## src/rtl/collision_latch_pkg.sv

```systemverilog
// Shared constants for the collision latch: register addresses, pair bit
// positions, the object-pair table and the collision register packing.
package collision_latch_pkg;

    localparam int NUM_PAIRS = 15;

    localparam logic [3:0] ADDR_CXM0P     = 4'h0;
    localparam logic [3:0] ADDR_CXM1P     = 4'h1;
    localparam logic [3:0] ADDR_CXP0FB    = 4'h2;
    localparam logic [3:0] ADDR_CXP1FB    = 4'h3;
    localparam logic [3:0] ADDR_CXM0FB    = 4'h4;
    localparam logic [3:0] ADDR_CXM1FB    = 4'h5;
    localparam logic [3:0] ADDR_CXBLPF    = 4'h6;
    localparam logic [3:0] ADDR_CXPPMM    = 4'h7;
    localparam logic [3:0] ADDR_FIRST_HLO = 4'h8;
    localparam logic [3:0] ADDR_FIRST_HHI = 4'h9;
    localparam logic [3:0] ADDR_FIRST_VLO = 4'hA;
    localparam logic [3:0] ADDR_FIRST_VHI = 4'hB;
    localparam logic [3:0] ADDR_HIT_CNT   = 4'hC;

    localparam int CX_M0P1 = 0;
    localparam int CX_M0P0 = 1;
    localparam int CX_M1P0 = 2;
    localparam int CX_M1P1 = 3;
    localparam int CX_P0PF = 4;
    localparam int CX_P0BL = 5;
    localparam int CX_P1PF = 6;
    localparam int CX_P1BL = 7;
    localparam int CX_M0PF = 8;
    localparam int CX_M0BL = 9;
    localparam int CX_M1PF = 10;
    localparam int CX_M1BL = 11;
    localparam int CX_BLPF = 12;
    localparam int CX_P0P1 = 13;
    localparam int CX_M0M1 = 14;

    // Object indices into the packed {pf, bl, m1, m0, p1, p0} vector.
    localparam logic [2:0] OBJ_P0 = 3'd0;
    localparam logic [2:0] OBJ_P1 = 3'd1;
    localparam logic [2:0] OBJ_M0 = 3'd2;
    localparam logic [2:0] OBJ_M1 = 3'd3;
    localparam logic [2:0] OBJ_BL = 3'd4;
    localparam logic [2:0] OBJ_PF = 3'd5;

    function automatic logic [2:0] pair_a(input int idx);
        case (idx)
            CX_M0P1, CX_M0P0, CX_M0PF, CX_M0BL, CX_M0M1: pair_a = OBJ_M0;
            CX_M1P0, CX_M1P1, CX_M1PF, CX_M1BL:          pair_a = OBJ_M1;
            CX_P0PF, CX_P0BL, CX_P0P1:                   pair_a = OBJ_P0;
            CX_P1PF, CX_P1BL:                            pair_a = OBJ_P1;
            default:                                     pair_a = OBJ_BL;
        endcase
    endfunction

    function automatic logic [2:0] pair_b(input int idx);
        case (idx)
            CX_M0P1, CX_M1P1, CX_P0P1:                   pair_b = OBJ_P1;
            CX_M0P0, CX_M1P0:                            pair_b = OBJ_P0;
            CX_P0BL, CX_P1BL, CX_M0BL, CX_M1BL:          pair_b = OBJ_BL;
            CX_M0M1:                                     pair_b = OBJ_M1;
            default:                                     pair_b = OBJ_PF;
        endcase
    endfunction

    // Two latches per register in bits 7:6; register 6 has only one.
    function automatic logic [7:0] cx_reg(input logic [NUM_PAIRS-1:0] cx, input logic [2:0] r);
        case (r)
            3'd0:    cx_reg = {cx[CX_M0P1], cx[CX_M0P0], 6'b0};
            3'd1:    cx_reg = {cx[CX_M1P0], cx[CX_M1P1], 6'b0};
            3'd2:    cx_reg = {cx[CX_P0PF], cx[CX_P0BL], 6'b0};
            3'd3:    cx_reg = {cx[CX_P1PF], cx[CX_P1BL], 6'b0};
            3'd4:    cx_reg = {cx[CX_M0PF], cx[CX_M0BL], 6'b0};
            3'd5:    cx_reg = {cx[CX_M1PF], cx[CX_M1BL], 6'b0};
            3'd6:    cx_reg = {cx[CX_BLPF], 1'b0,        6'b0};
            default: cx_reg = {cx[CX_P0P1], cx[CX_M0M1], 6'b0};
        endcase
    endfunction

endpackage

```

## src/rtl/collision_latch.sv

```systemverilog
// Sticky pairwise collision latches with first-hit capture, saturating
// P0-P1 hit counter and a vblank-edge shadow copy for the CPU read port.
module collision_latch
    import collision_latch_pkg::*;
#(
    parameter bit SNAPSHOT_ON_VBLANK = 1'b1
) (
    input  logic       raw_clk,
    input  logic       reset,
    input  logic       pixel_valid,
    input  logic       p0,
    input  logic       p1,
    input  logic       m0,
    input  logic       m1,
    input  logic       bl,
    input  logic       pf,
    input  logic [9:0] hpos,
    input  logic [9:0] vpos,
    input  logic       in_vblank,
    input  logic       clear,
    input  logic [3:0] rd_addr,
    output logic [7:0] rd_data
);

    logic [5:0]           obj;
    logic                 pix_ok;
    logic [NUM_PAIRS-1:0] hit;
    logic [NUM_PAIRS-1:0] live_cx;
    logic [NUM_PAIRS-1:0] shadow_cx;
    logic [NUM_PAIRS-1:0] view_cx;
    logic [7:0]           hit_cnt;
    logic [7:0]           shadow_cnt;
    logic [9:0]           first_h;
    logic [9:0]           first_v;
    logic                 first_valid;
    logic                 vblank_prev;
    logic                 vb_edge;
    logic                 p0p1_hit;
    logic [7:0]           rd_next;

    assign obj    = {pf, bl, m1, m0, p1, p0};
    assign pix_ok = pixel_valid & ~in_vblank;

    for (genvar i = 0; i < NUM_PAIRS; i++) begin : g_pair
        assign hit[i] = pix_ok & obj[pair_a(i)] & obj[pair_b(i)];
    end

    assign p0p1_hit = hit[CX_P0P1];
    assign vb_edge  = in_vblank & ~vblank_prev;
    assign view_cx  = SNAPSHOT_ON_VBLANK ? shadow_cx : live_cx;

    always_comb begin
        rd_next = 8'h00;
        case (rd_addr)
            ADDR_CXM0P, ADDR_CXM1P, ADDR_CXP0FB, ADDR_CXP1FB,
            ADDR_CXM0FB, ADDR_CXM1FB, ADDR_CXBLPF, ADDR_CXPPMM:
                            rd_next = cx_reg(view_cx, rd_addr[2:0]);
            ADDR_FIRST_HLO: rd_next = first_h[7:0];
            ADDR_FIRST_HHI: rd_next = {first_valid, 5'b0, first_h[9:8]};
            ADDR_FIRST_VLO: rd_next = first_v[7:0];
            ADDR_FIRST_VHI: rd_next = {6'b0, first_v[9:8]};
            ADDR_HIT_CNT:   rd_next = shadow_cnt;
            default:        rd_next = 8'h00;
        endcase
    end

    always_ff @(posedge raw_clk) begin
        if (reset) begin
            live_cx     <= '0;
            shadow_cx   <= '0;
            hit_cnt     <= 8'h00;
            shadow_cnt  <= 8'h00;
            first_h     <= 10'd0;
            first_v     <= 10'd0;
            first_valid <= 1'b0;
            vblank_prev <= 1'b1;
            rd_data     <= 8'h00;
        end else begin
            vblank_prev <= in_vblank;
            rd_data     <= rd_next;
            // Shadow takes the pre-clear values when clear lands on the edge.
            if (vb_edge) begin
                shadow_cx  <= live_cx;
                shadow_cnt <= hit_cnt;
            end
            if (clear) begin
                live_cx     <= '0;
                hit_cnt     <= 8'h00;
                first_h     <= 10'd0;
                first_v     <= 10'd0;
                first_valid <= 1'b0;
            end else begin
                live_cx <= live_cx | hit;
                if (vb_edge)
                    hit_cnt <= 8'h00;
                else if (p0p1_hit && hit_cnt != 8'hFF)
                    hit_cnt <= hit_cnt + 8'd1;
                if (p0p1_hit && !first_valid) begin
                    first_h     <= hpos;
                    first_v     <= vpos;
                    first_valid <= 1'b1;
                end
            end
        end
    end

endmodule

```

## config.mk

```make
export PLATFORM = sky130hd
export DESIGN_NAME = collision_latch
export DESIGN_NICKNAME = d
export VERILOG_FILES = /design/src/rtl/collision_latch_pkg.sv /design/src/rtl/collision_latch.sv
export SDC_FILE = /design/constraint.sdc
export NUM_CORES = 1
export LEC_CHECK = 0
export CAP_MARGIN = 20
export CORE_MARGIN = 3
export CORE_UTILIZATION = 30
export CTS_CLUSTER_SIZE = 28
export DETAILED_ROUTE_END_ITERATION = 8
export GPL_ROUTABILITY_DRIVEN = 0
export HOLD_SLACK_MARGIN = 0.12
export SLEW_MARGIN = 20
export SYNTH_ARGS = -nofsm -noshare
export SYNTH_HDL_FRONTEND = slang
export SYNTH_SLANG_ARGS = --single-unit
```

## constraint.sdc

```tcl
create_clock -name raw_clk -period 2 [get_ports raw_clk]
set_input_delay 0.2 -clock raw_clk [delete_from_list [all_inputs] [get_ports raw_clk]]
set_output_delay 0.2 -clock raw_clk [all_outputs]
set_load 0.01 [all_outputs]
```

=== Yosys cells after proc, flatten, opt, wreduce, memory -nomap -nowiden ===
Index checks and enable logic that the tools add are counted.

* Add/sub/neg operators: 1
* Equality and inequality tests: 19
* Multiplexer cells: 2
* Bitwise gates (word level): 25
* Reduce and logical (&&, ||, !) cells: 8

{| class="wikitable"
|+ Operators by type and width
! operator !! number
|-
| case mux 8 bit (7 select lines) || 1
|-
| case mux 8 bit (6 select lines) || 1
|-
| AND 1 bit || 22
|-
| == test 4 bit, second input constant || 5
|-
| == test 4 x 3 -> 1 bit, second input constant || 4
|-
| bitwise OR 15 bit || 1
|-
| == test 3 bit, second input constant || 3
|-
| adder 8 x 1 -> 8 bit, second input constant || 1
|-
| == test 4 x 2 -> 1 bit, second input constant || 2
|-
| != test 8 bit, second input constant || 1
|-
| OR reduction 8 bit || 1
|-
| == test 3 x 2 -> 1 bit, second input constant || 2
|-
| == test 4 x 1 -> 1 bit, second input constant || 1
|-
| logical NOT 4 bit || 1
|-
| == test 3 x 1 -> 1 bit, second input constant || 1
|-
| logical NOT 3 bit || 1
|-
| OR reduction 3 bit || 1
|-
| logical AND 1 bit || 2
|-
| inverter 1 bit || 2
|-
| OR reduction 2 bit || 1
|-
| logical NOT 1 bit || 1
|}

* Flip-flop bits (word level): 76
* Input bits: 35
* Output and inout port bits: 8
* Word-level logic and storage cells: 64

=== Logic depth before layout (Yosys ltp) ===
Gate-level depths: netlist (run 1).

* Depth in word-level cells: 5
* Depth in mapped cells: 6
* Depth with buffers taken out: 5

=== Least setup slack after synthesis (run 1) ===
Ideal clock, no wire load.

* Path kind: register -> register
* Start point: register hit_cnt[0]
* End point: register hit_cnt[4]
* Library setup time: 0.124 ns
* Arrival: 1.213 ns
* Data required time: 1.876 ns
* Path slack: 0.663 ns
* Cell stages (with the launch flop): 6
* Buffers on the path: 0
* Period minus slack after synthesis: 1.337 ns
* Path through: dfxtp_1 > ha_1 > nand2_1 > a2111oi_2 > xnor2_1 > nor2_1

* Cells in the longest elaborated chain, start to end: 2
* Elaborated cells on any way between the ends: 3
* Those cells by class: 1 x add/sub; 1 x eq/ne; 1 x reduce/logical

{| class="wikitable"
|+ Ends and longest elaborated chain
! what !! line !! RTL
|-
| start, declared || collision_latch.sv:31 || <nowiki>logic [7:0] hit_cnt;</nowiki>
|-
| start signal, assigned || collision_latch.sv:97 || <nowiki>hit_cnt <= hit_cnt + 8'd1;</nowiki>
|-
| branches (longest 2 deep; another with adder 8 x 1 -> 8 bit) || - ||
|}

Several ways; the timed one is not identified.
A chain may end at the register's enable or synchronous reset.

=== Worst setup path after layout (run 1) ===
* Start point: input port p0
* End point: register hit_cnt[5]

* Cells in the longest elaborated chain, start to end: 3

{| class="wikitable"
|+ Ends and longest elaborated chain
! what !! line !! RTL
|-
| start, declared || collision_latch.sv:11 || <nowiki>input logic p0,</nowiki>
|-
| AND 1 bit (2 in a row) || collision_latch.sv:45 || <nowiki>assign hit[i] = pix_ok & obj[pair_a(i)] & obj[pair_b(i)];</nowiki>
|-
| logical AND 1 bit || collision_latch.sv:96 || <nowiki>else if (p0p1_hit && hit_cnt != 8'hFF)</nowiki>
|}

No other way between the ends.

==> results of run 1 <==
-- cells in the final DEF, fill, tap and decap left out, types with 2 or more instances in the layout --
| master | n |
|---|---|
| nor2b_1 | 2 |
| mux4_2 | 3 |
| o21ai_0 | 2 |
| a22oi_1 | 5 |
| dfxtp_1 | 76 |
| or3_1 | 2 |
| inv_1 | 3 |
| nand3_1 | 5 |
| nand4_1 | 2 |
| mux2i_1 | 4 |
| xnor2_1 | 3 |
| clkdlybuf4s50_1 | 42 |
| nand2b_1 | 4 |
| a21oi_1 | 49 |
| nand2_1 | 94 |
| a211oi_1 | 2 |
| buf_4 | 13 |
| a31oi_1 | 14 |
| or2_2 | 2 |
| o22ai_1 | 3 |
| mux2_2 | 5 |
| nor2_1 | 31 |
| clkbuf_8 | 10 |
| clkinvlp_4 | 2 |
-- synth_stat cells, drive strengths merged (4+ instances only) --
master  count
a21oi      49
buf        13
nand2b      4
clkbuf     11
a22oi       5
nor2       31
mux2i       4
mux2        5
nand2      94
nand3       5
a31oi      14
dfxtp      76
-- flip-flops by register name (all words and copies together) (netlist names) --
name / cells
first_valid: 1
shadow_cx: 15
shadow_cnt: 8
live_cx: 15
first_v: 10
hit_cnt: 8
vblank_prev: 1
first_h: 10
rd_data: 8
-- worst max-delay path by stage --
stage	startpoint	endpoint	slack [ns]	depth (start not counted)
after detailed placement	p0	hit_cnt[5]	0.14	5
after global routing	hit_cnt[0]	hit_cnt[4]	0.40	5
after global placement	p0	hit_cnt[5]	0.19	5
after floorplan	hit_cnt[0]	hit_cnt[4]	0.66	5
after CTS	p0	hit_cnt[5]	0.51	5
final	p0	hit_cnt[5]	0.49	5
-- cells by family after synthesis --
logic type	after synthesis	synth area share, %
simple gates	152	22.0
mux	12	5.41
fa+ha+maj	1	0.413
compound gates	84	16.8
flops	76	50.2
buf+inv	27	4.04
xor+xnor	4	1.16
-- worst register-to-register path, stage by stage, from the launching register on --
cell	delay, ns
dfxtp_1	0.40
ha_1	0.23
nand2_1	0.14
a2111oi_2	0.40
xnor2_1	0.17
nor2_1	0.05
-- power by group --
part	switching (mW)	leakage (nW)	internal, mW
Combinational	0.107	0.542	0.106
Sequential	0.00655	0.613	1.52
Clock	0.546	0.0914	0.602
-- area by class of cell --
class                   instances  area, um^2  area share [%]
well taps                     133         166            4.36
clock inverters                 4        50.0            1.31
inverters                       3        11.3           0.295
clock buffers                  11         141            3.70
flip-flops and latches         76        1520            39.9
multi-input cells             253        1390            36.4
repair buffers                 56         538            14.1
-- layer usage --
layer / GRT usage (%) / part of all wire [%]
met5: 0 / 0
met4: 3.29 / 0.68
met3: 5.04 / 5.2
met2: 20.3 / 45
met1: 17.8 / 49
==> results by group, run 1 <==
Outcome
  • Outcome: completed

Hold path
  • Hold endpoint: first_v[9]
  • Min-delay src: vpos[9]
  • Hold depth: 3
  • Hold Path Class: input pin to flop

STA
  • Slew at the pin closest to its max-slew limit: between 0.8 and 0.9 ns
  • Fmax: between 0.6 and 0.7 GHz
  • Relative slew slack: between 40% and 50%
  • Count of pins over their slew limit: 0
  • Fin Clk Skew: 0.00901 ns
  • Final WS setup: a little under 0.5 ns
  • Post-layout min period: approximately 1.5 ns
  • Hold Fails Final Rpt: 0
  • Worst hold slack: 0.396 ns
  • Final Cycle Share: 75.6%
  • Final setup viols: 0
  • Setup TNS: 0 ns
  • RSZ-0062 raised after global routing: no

Route
  • DRC violations left: 0
  • Initial DRC count: between 150 and 200
  • Vias per cell: between 4 and 5
  • Total wire length: approximately 7300 um
  • First-pass iteration count of the detailed router: 4
  • Wire per inst: 13.7 um
  • Antenna Violating Nets Remaining: 0
  • Vias: between 2000 and 3000

Finish
  • Final Util: between 30% and 40%
  • Nets: roughly 440
  • Non-filler instance count after layout: 536
  • Layout cell share with drive strength beyond 1: between 10% and 20%
  • Fillers: 1035
  • Synth-to-layout area growth: 25.9%
  • Post-route cell area: 3820 um^2
  • Antenna cells: 0

Setup path
  • CP max stage cell: clkdlybuf4s50_1
  • Worst r2r src: hit_cnt[0]
  • Critical path buffer and inverter count: 1
  • Worst path max stage delay: about 0.6 ns
  • Critical Path AT: roughly 1.8 ns
  • Reg-to-Reg End: hit_cnt[4]
  • Worst Setup End Kind: flop
  • Nature of the critical path startpoint: input pin
  • CP Cell Sequence: clkdlybuf4s50_1, and4b_1, o211ai_4, or3_1, a21oi_1
  • Worst reg2reg path depth: 5
  • Max FO, Critical Path: 6
  • Worst setup path class: input pin to flop
  • Register-to-Register Setup Slack: 0.50 ns
  • Critical Path RT: ~2.3 ns
  • Top delay family on crit path: simple AND/OR/NAND/NOR gates

Clocking
  • Worst skew pair latency: around 0.35 ns
  • CTS root buf: clkbuf_8
  • Clock sink count: 76
  • Post-cts sizing count: 0
  • Clock Pin Slew Worst Setup and Hold Paths: about 0.070 ns
  • CTS Hold Bufs: 0
  • CTS max path bufs: 2
  • CTS tree: built
  • Post-CTS Setup Repair Bufs: 0
  • Cts bufs inserted: 9
  • H-tree level count: 3

Logic synthesis
  • Synth cell types: 45
  • Ys flop type: dfxtp_1
  • EDFF count, synth: 0
  • Register area share after synthesis: between 50% and 60%
  • Ys async rst share: 0%
  • Synth warn: 0
  • Syn nets: 392
  • Top cells by area, synth: dfxtp_1 50%, nand2_1 12%, a21oi_1 8.1%
  • Synthesized area: 3030 um^2
  • Area leader, netlist: dfxtp_1
  • #FFs+latches synth: 76
  • Synth Area per Inst: roughly 8.5 um^2
  • Mapped Cells: 356
  • Post-synth top area share: roughly half

Placement
  • Post-DP Area: 3620 um^2
  • PortBufs: 42
  • Placed Cells incl. Taps: 521
  • Post-DP HPWL: 5250 um
  • Pre-CTS worst setup slack: ~0.14 ns

Power and ir drop
  • Total power: roughly 2.9 mW
  • Pleak: ~1.2 nW
  • Maximum vdd drop: 0.000254 V
  • PwrDens: approximately 760 nW/um^2

Floorplan
  • IO Pins: 43
  • Number of core rows: 36
  • Initial core utilization: 30.9%
  • Placeable Area: between 9000 and 10000 um^2
  • Die area: ~11000 um^2
  • Die H: roughly 110 um
  • Chip width: roughly 110 um

Flow run
  • Max Cap Viol: 0

Global route
  • GR Util All Layers: between 10% and 20%
  • First-pass GRT wire length: around 12000 um
  • Vias in the first global route: between 2000 and 2500
  • Initial antenna violation count: 0
  • Largest net degree at the start of global routing: 37
  • GRT overflow: 0
Power figures use the tool's default switching activity.
==> inputs of run 2 (changes only) <==
==> constraint.sdc (replaced) <==
create_clock -name raw_clk -period 1.4 [get_ports raw_clk]
set_input_delay 0.14 -clock raw_clk [delete_from_list [all_inputs] [get_ports raw_clk]]
set_output_delay 0.14 -clock raw_clk [all_outputs]
set_load 0.01 [all_outputs]
==> results by group, run 2 (synthesis gave the netlist of run 1 again) <==
STA
  • Final Cycle Share: between 90 and 100%
  • Setup TNS: 0 ns (unchanged)
  • Worst hold slack: 0.341 ns (-0.0551 ns)
  • RSZ-0062 raised after global routing: yes
  • Final setup viols: 0 (unchanged)
  • Fin Clk Skew: 0.00804 ns (-0.000973 ns)
  • Hold Fails Final Rpt: 0 (unchanged)
  • Post-layout min period: between 1 and 1.5 ns
  • Final WS setup: 0.0395 ns (-0.449 ns)
  • Relative slew slack: 66.3% (+25 points)
  • Count of pins over their slew limit: 0 (unchanged)
  • Slew at the pin closest to its max-slew limit: 0.503 ns (-0.376 ns)
  • Fmax: ~0.74 GHz

Route
  • First-pass iteration count of the detailed router: 5 (+1)
  • DRC violations left: 0 (unchanged)
  • Wire per inst: 13.0 um (-4.9%)
  • Vias per cell: 4.71 (+0.42%)
  • Initial DRC count: 121 (-20%)
  • Vias: 2645 (+5.3%)
  • Total wire length: 7310 um (-0.31%)
  • Antenna Violating Nets Remaining: 0 (unchanged)

Setup path
  • Critical path buffer and inverter count: 0 (-1)
  • Critical Path RT: 1.63 ns (-0.64 ns)
  • Worst setup path class: flop to flop
  • Critical Path AT: 1.59 ns (-0.19 ns)
  • Max FO, Critical Path: 4 (-2)
  • CP max stage cell: a41oi_1
  • CP Cell Sequence: and4_2, a41oi_1, mux2i_1, nor2_1
  • Worst path max stage delay: 0.36 ns (-0.23 ns)
  • Top delay family on crit path: compound AO/OA/AOI/OAI gates
  • Worst reg2reg path depth: 4 (-1)
  • Worst Setup End Kind: flop
  • Nature of the critical path startpoint: flop
  • CP Depth: 4 (-1)

Power and ir drop
  • PwrDens: 1040 nW/um^2 (+38%)
  • Maximum vdd drop: 0.000410 V (+61%)
  • Total power: 4.26 mW (+47%)
  • Pleak: 1.43 nW (+15%)

Finish
  • Synth-to-layout area growth: 34.8%
  • Most common cell after layout, fill and taps aside: nand2_1
  • Final Util: 41.6% (+2.7 points)
  • Antenna cells: 0 (unchanged)
  • Non-filler instance count after layout: 562 (+4.9%)
  • Post-route cell area: 4090 um^2 (+7.0%)
  • Layout cell share with drive strength beyond 1: 18.6% (+8.0 points)
  • Commonest cells after routing, fill and taps aside: 93 x nand2_1, 74 x dfxtp_1, 49 x a21oi_1
  • Biggest regs: live_cx x15, shadow_cx x15
  • Nets: 460 (+5.7%)

Global route
  • Initial antenna violation count: 0 (unchanged)
  • GR Util All Layers: 13.3% (-0.015 points)
  • GRT overflow: 0 (unchanged)
  • Largest net degree at the start of global routing: 37 (unchanged)
  • Vias in the first global route: 2654 (+10%)
  • First-pass GRT wire length: 12200 um (+1.5%)

Clocking
  • Cts bufs inserted: 9 (unchanged)
  • CTS Hold Bufs: 0 (unchanged)
  • CTS root buf: clkbuf_8
  • H-tree level count: 3 (unchanged)
  • Clock Pin Slew Worst Setup and Hold Paths: 0.08 ns (about the same)
  • Clock sink count: 76 (unchanged)
  • CTS max path bufs: 2 (unchanged)
  • Worst skew pair latency: 0.34 ns (about the same)
  • CTS tree: built

Hold path
  • Hold depth: 3 (unchanged)
  • Hold Path Class: input pin to flop

Placement
  • Placed Cells incl. Taps: 542 (+4.0%)
  • Post-DP HPWL: 5360 um (+2.1%)
  • PortBufs: 42 (unchanged)
  • Post-DP Area: 3790 um^2 (+4.7%)
  • Pre-CTS worst setup slack: -0.393 ns (-0.535 ns)

Floorplan
  • Die H: 107 um (unchanged)
  • Placeable Area: 9820 um^2 (unchanged)
  • IO Pins: 43 (unchanged)
  • Chip width: 107 um (unchanged)
  • Die area: 11300 um^2 (unchanged)
  • Number of core rows: 36 (unchanged)
  • Initial core utilization: 30.9% (unchanged)

Flow run
  • Max Cap Viol: 0 (unchanged)

Outcome
  • Outcome: completed
## run 2: cell types whose count changed in the layout (fill, tap and decap cells not counted), moves of 2 or more
cell	change
clkdlybuf4s50_1	-3
dlymetal6s2s_1	+3
dfxtp_2	+2
buf_4	+23
dfxtp_1	-2
## run 2: report_power, final
group          internal [mW]  total, mW  leakage [nW]  switching, mW
clock network          0.924       1.73         0.102          0.803
logic                  0.187      0.352         0.712          0.165
registers               2.18       2.18         0.614        0.00872
total                   3.29       4.26          1.43          0.977
## run 2: what timing repair did
item                       in CTS  in global routing
setup endpoints to repair       4                 25
gates resized for setup         3                 13
setup buffers                   0                  4
pin swaps                       0                  3
## run 2: worst paths after layout
check	from	end	slack [ns]
setup / recovery	hit_cnt[6]	hit_cnt[1]	0.04
hold / removal	hpos[3]	first_h[3]	0.34
setup reg to reg	hit_cnt[6]	hit_cnt[1]	0.04
hold reg to reg	first_v[0]	first_v[0]	0.45
## run 2: layout make-up
type,instances,area [um^2]
clock inverters,5,58.8
flip-flops and latches,76,1520
multi-input cells,253,1420
well taps,133,166
repair buffers,81,749
inverters,3,11.3
clock buffers,11,151
fillers,1025,5730
## run 2: metal layers
layer / global-route usage, % / vias up / wire [um]
li1: - / 1361 / -
met1: 16.7 / 1216 / 3520
met2: 21.9 / 55 / 3350
met3: 3.46 / 13 / 311
met4: 5.02 / 0 / 122
met5: 0 / - / 0
## run 2: worst min-delay path: cells and delay by family
| family | cells | cell delay (ns) |
|---|---|---|
| buffers and inverters | 1 | 0.40 |
| and+or+nand+nor | 1 | 0.05 |
| AOI/OAI and AO/OA | 1 | 0.05 |
==> inputs of run 3 (changes only) <==
--- a/config.mk
+++ b/config.mk
@@ -7,7 +7,7 @@
 export LEC_CHECK = 0
 export CAP_MARGIN = 20
 export CORE_MARGIN = 3
-export CORE_UTILIZATION = 30
+export CORE_UTILIZATION = 42
 export CTS_CLUSTER_SIZE = 28
 export DETAILED_ROUTE_END_ITERATION = 8
 export GPL_ROUTABILITY_DRIVEN = 0
==> results by group, run 3 (synthesis gave the netlist of run 1 again) <==
Outcome
  • Outcome: completed

Route
  • Antenna Violating Nets Remaining: 0 (unchanged)
  • DRC violations left: 0 (unchanged)
  • Total wire length: 6980 um (-4.5%)
  • First-pass iteration count of the detailed router: 5 (unchanged)
  • Initial DRC count: 91 (-25%)
  • Wire per inst: 13.4 um (+3.2%)
  • Vias: 2618 (-1.0%)
  • Vias per cell: 5.03 (+7.0%)

Power and ir drop
  • PwrDens: 1040 nW/um^2 (-0.22%)
  • Maximum vdd drop: 0.000449 V (+9.4%)
  • Pleak: 1.38 nW (-3.0%)

Floorplan
  • Placeable Area: 6910 um^2 (-30%)
  • Initial core utilization: 43.9% (+13 points)
  • Die H: 91.0 um (-15%)
  • Die area: 8270 um^2 (-27%)
  • IO Pins: 43 (unchanged)
  • Chip width: 91.0 um (-15%)
  • Number of core rows: 30 (-17%)

STA
  • Hold Fails Final Rpt: 0 (unchanged)
  • Final Cycle Share: 97.3% (+0.14 points)
  • Fin Clk Skew: 0.0103 ns (+0.00223 ns)
  • Fmax: 0.734 GHz (-0.14%)
  • Slew at the pin closest to its max-slew limit: 0.499 ns (-0.00460 ns)
  • Final setup viols: 0 (unchanged)
  • Worst hold slack: 0.344 ns (+0.00373 ns)
  • RSZ-0062 raised after global routing: yes
  • Post-layout min period: 1.36 ns (+0.00191 ns)
  • Relative slew slack: 66.6% (+0.31 points)
  • Count of pins over their slew limit: 0 (unchanged)

Clocking
  • Worst skew pair latency: 0.35 ns (about the same)
  • Cts bufs inserted: 9 (unchanged)
  • Clock sink count: 76 (unchanged)
  • CTS root buf: clkbuf_8
  • CTS max path bufs: 2 (unchanged)
  • CTS tree: built
  • Clock Pin Slew Worst Setup and Hold Paths: 0.08 ns (about the same)
  • Post-CTS Setup Repair Bufs: 0 (unchanged)
  • H-tree level count: 3 (unchanged)

Finish
  • Multi-input gate area: 1420 um^2 (-0.18%)
  • Nets: 455 (-1.1%)
  • Fillers: 679 (-34%)
  • Register area: 1520 um^2 (about the same)
  • Commonest cells after routing, fill and taps aside: 93 x nand2_1, 75 x dfxtp_1, 49 x a21oi_1
  • Synth-to-layout area growth: 31.4%
  • Biggest regs: live_cx x15, shadow_cx x15
  • Most common cell after layout, fill and taps aside: nand2_1
  • Final Util: 57.7% (+16 points)
  • Antenna cells: 0 (unchanged)
  • Layout cell share with drive strength beyond 1: 16.5% (-2.1 points)

Placement
  • Post-DP HPWL: 4850 um (-9.6%)
  • PortBufs: 42 (unchanged)

Setup path
  • Worst Setup End Kind: flop
  • Critical Path RT: 1.68 ns (+0.05 ns)
  • Max FO, Critical Path: 5 (+1)
  • Worst setup path class: input pin to flop
  • Nature of the critical path startpoint: input pin
  • Critical Path AT: 1.64 ns (+0.05 ns)

Hold path
  • Hold Path Class: input pin to flop

Global route
  • Vias in the first global route: 2387 (-10%)
  • GRT overflow: 0 (unchanged)
  • Initial antenna violation count: 0 (unchanged)
  • Largest net degree at the start of global routing: 37 (unchanged)
  • GR Util All Layers: 17.1% (+3.8 points)
  • First-pass GRT wire length: 11400 um (-6.2%)

Flow run
  • Max Cap Viol: 0 (unchanged)
## run 3: worst paths after layout
| path | from | end | slack (ns) | cells after the start |
|---|---|---|---|---|
| worst min register to register | first_h[2] | first_h[2] | 0.46 | 2 |
| worst max-delay path | p1 | hit_cnt[6] | 0.04 | 4 |
| worst min-delay path | hpos[8] | first_h[8] | 0.34 | 3 |
| worst max register to register | hit_cnt[3] | hit_cnt[0] | 0.05 | 4 |
## run 3: metrics by stage
stage	cell area [um^2]	cells	power (mW)	setup WS, ns	TNS (ns)
floorplan	3030	356	2.37	0.0627	0
global placement	3750	504	2.56	-0.319	-13.83
detailed placement	3750	504	2.57	-0.336	-15.33
CTS	3950	520	4.18	0.00332	0
global route	3990	520	4.30	-0.0382	-0.0701
finish	3990	520	4.15	0.0376	0
## run 3: critical path: stages
cell	delay, ns
clkdlybuf4s50_1	0.54
nand4b_2	0.25
or4_1	0.57
a21oi_1	0.14
## run 3: power breakdown
group | internal, mW | switching (mW)
Sequential | 2.18 | 0.00853
Clock | 0.813 | 0.820
Combinational | 0.176 | 0.157
Total | 3.16 | 0.985
## run 3: layer usage
metal,track usage (%),part of all wire (%),vias up
met2,24.5,45,67
met4,7.91,0.89,0
met3,4.31,4.6,6
met1,24.0,50,1195
li1,-,-,1350
met5,0,0,-
## run 3: layout make-up
class / instances / share of cell area [%]
clock buffers: 9 / 3.11
clock inverters: 7 / 1.70
inverters: 3 / 0.283
multi-input cells: 253 / 35.7
flip-flops and latches: 76 / 38.2
well taps: 96 / 3.01
repair buffers: 76 / 18.0
## run 3: what timing repair did
item                                    CTS  global route
endpoints found under the hold margin     0             0
gates resized for setup                   0             9
hold buffers                              0             0
endpoints found under the setup margin    0            24
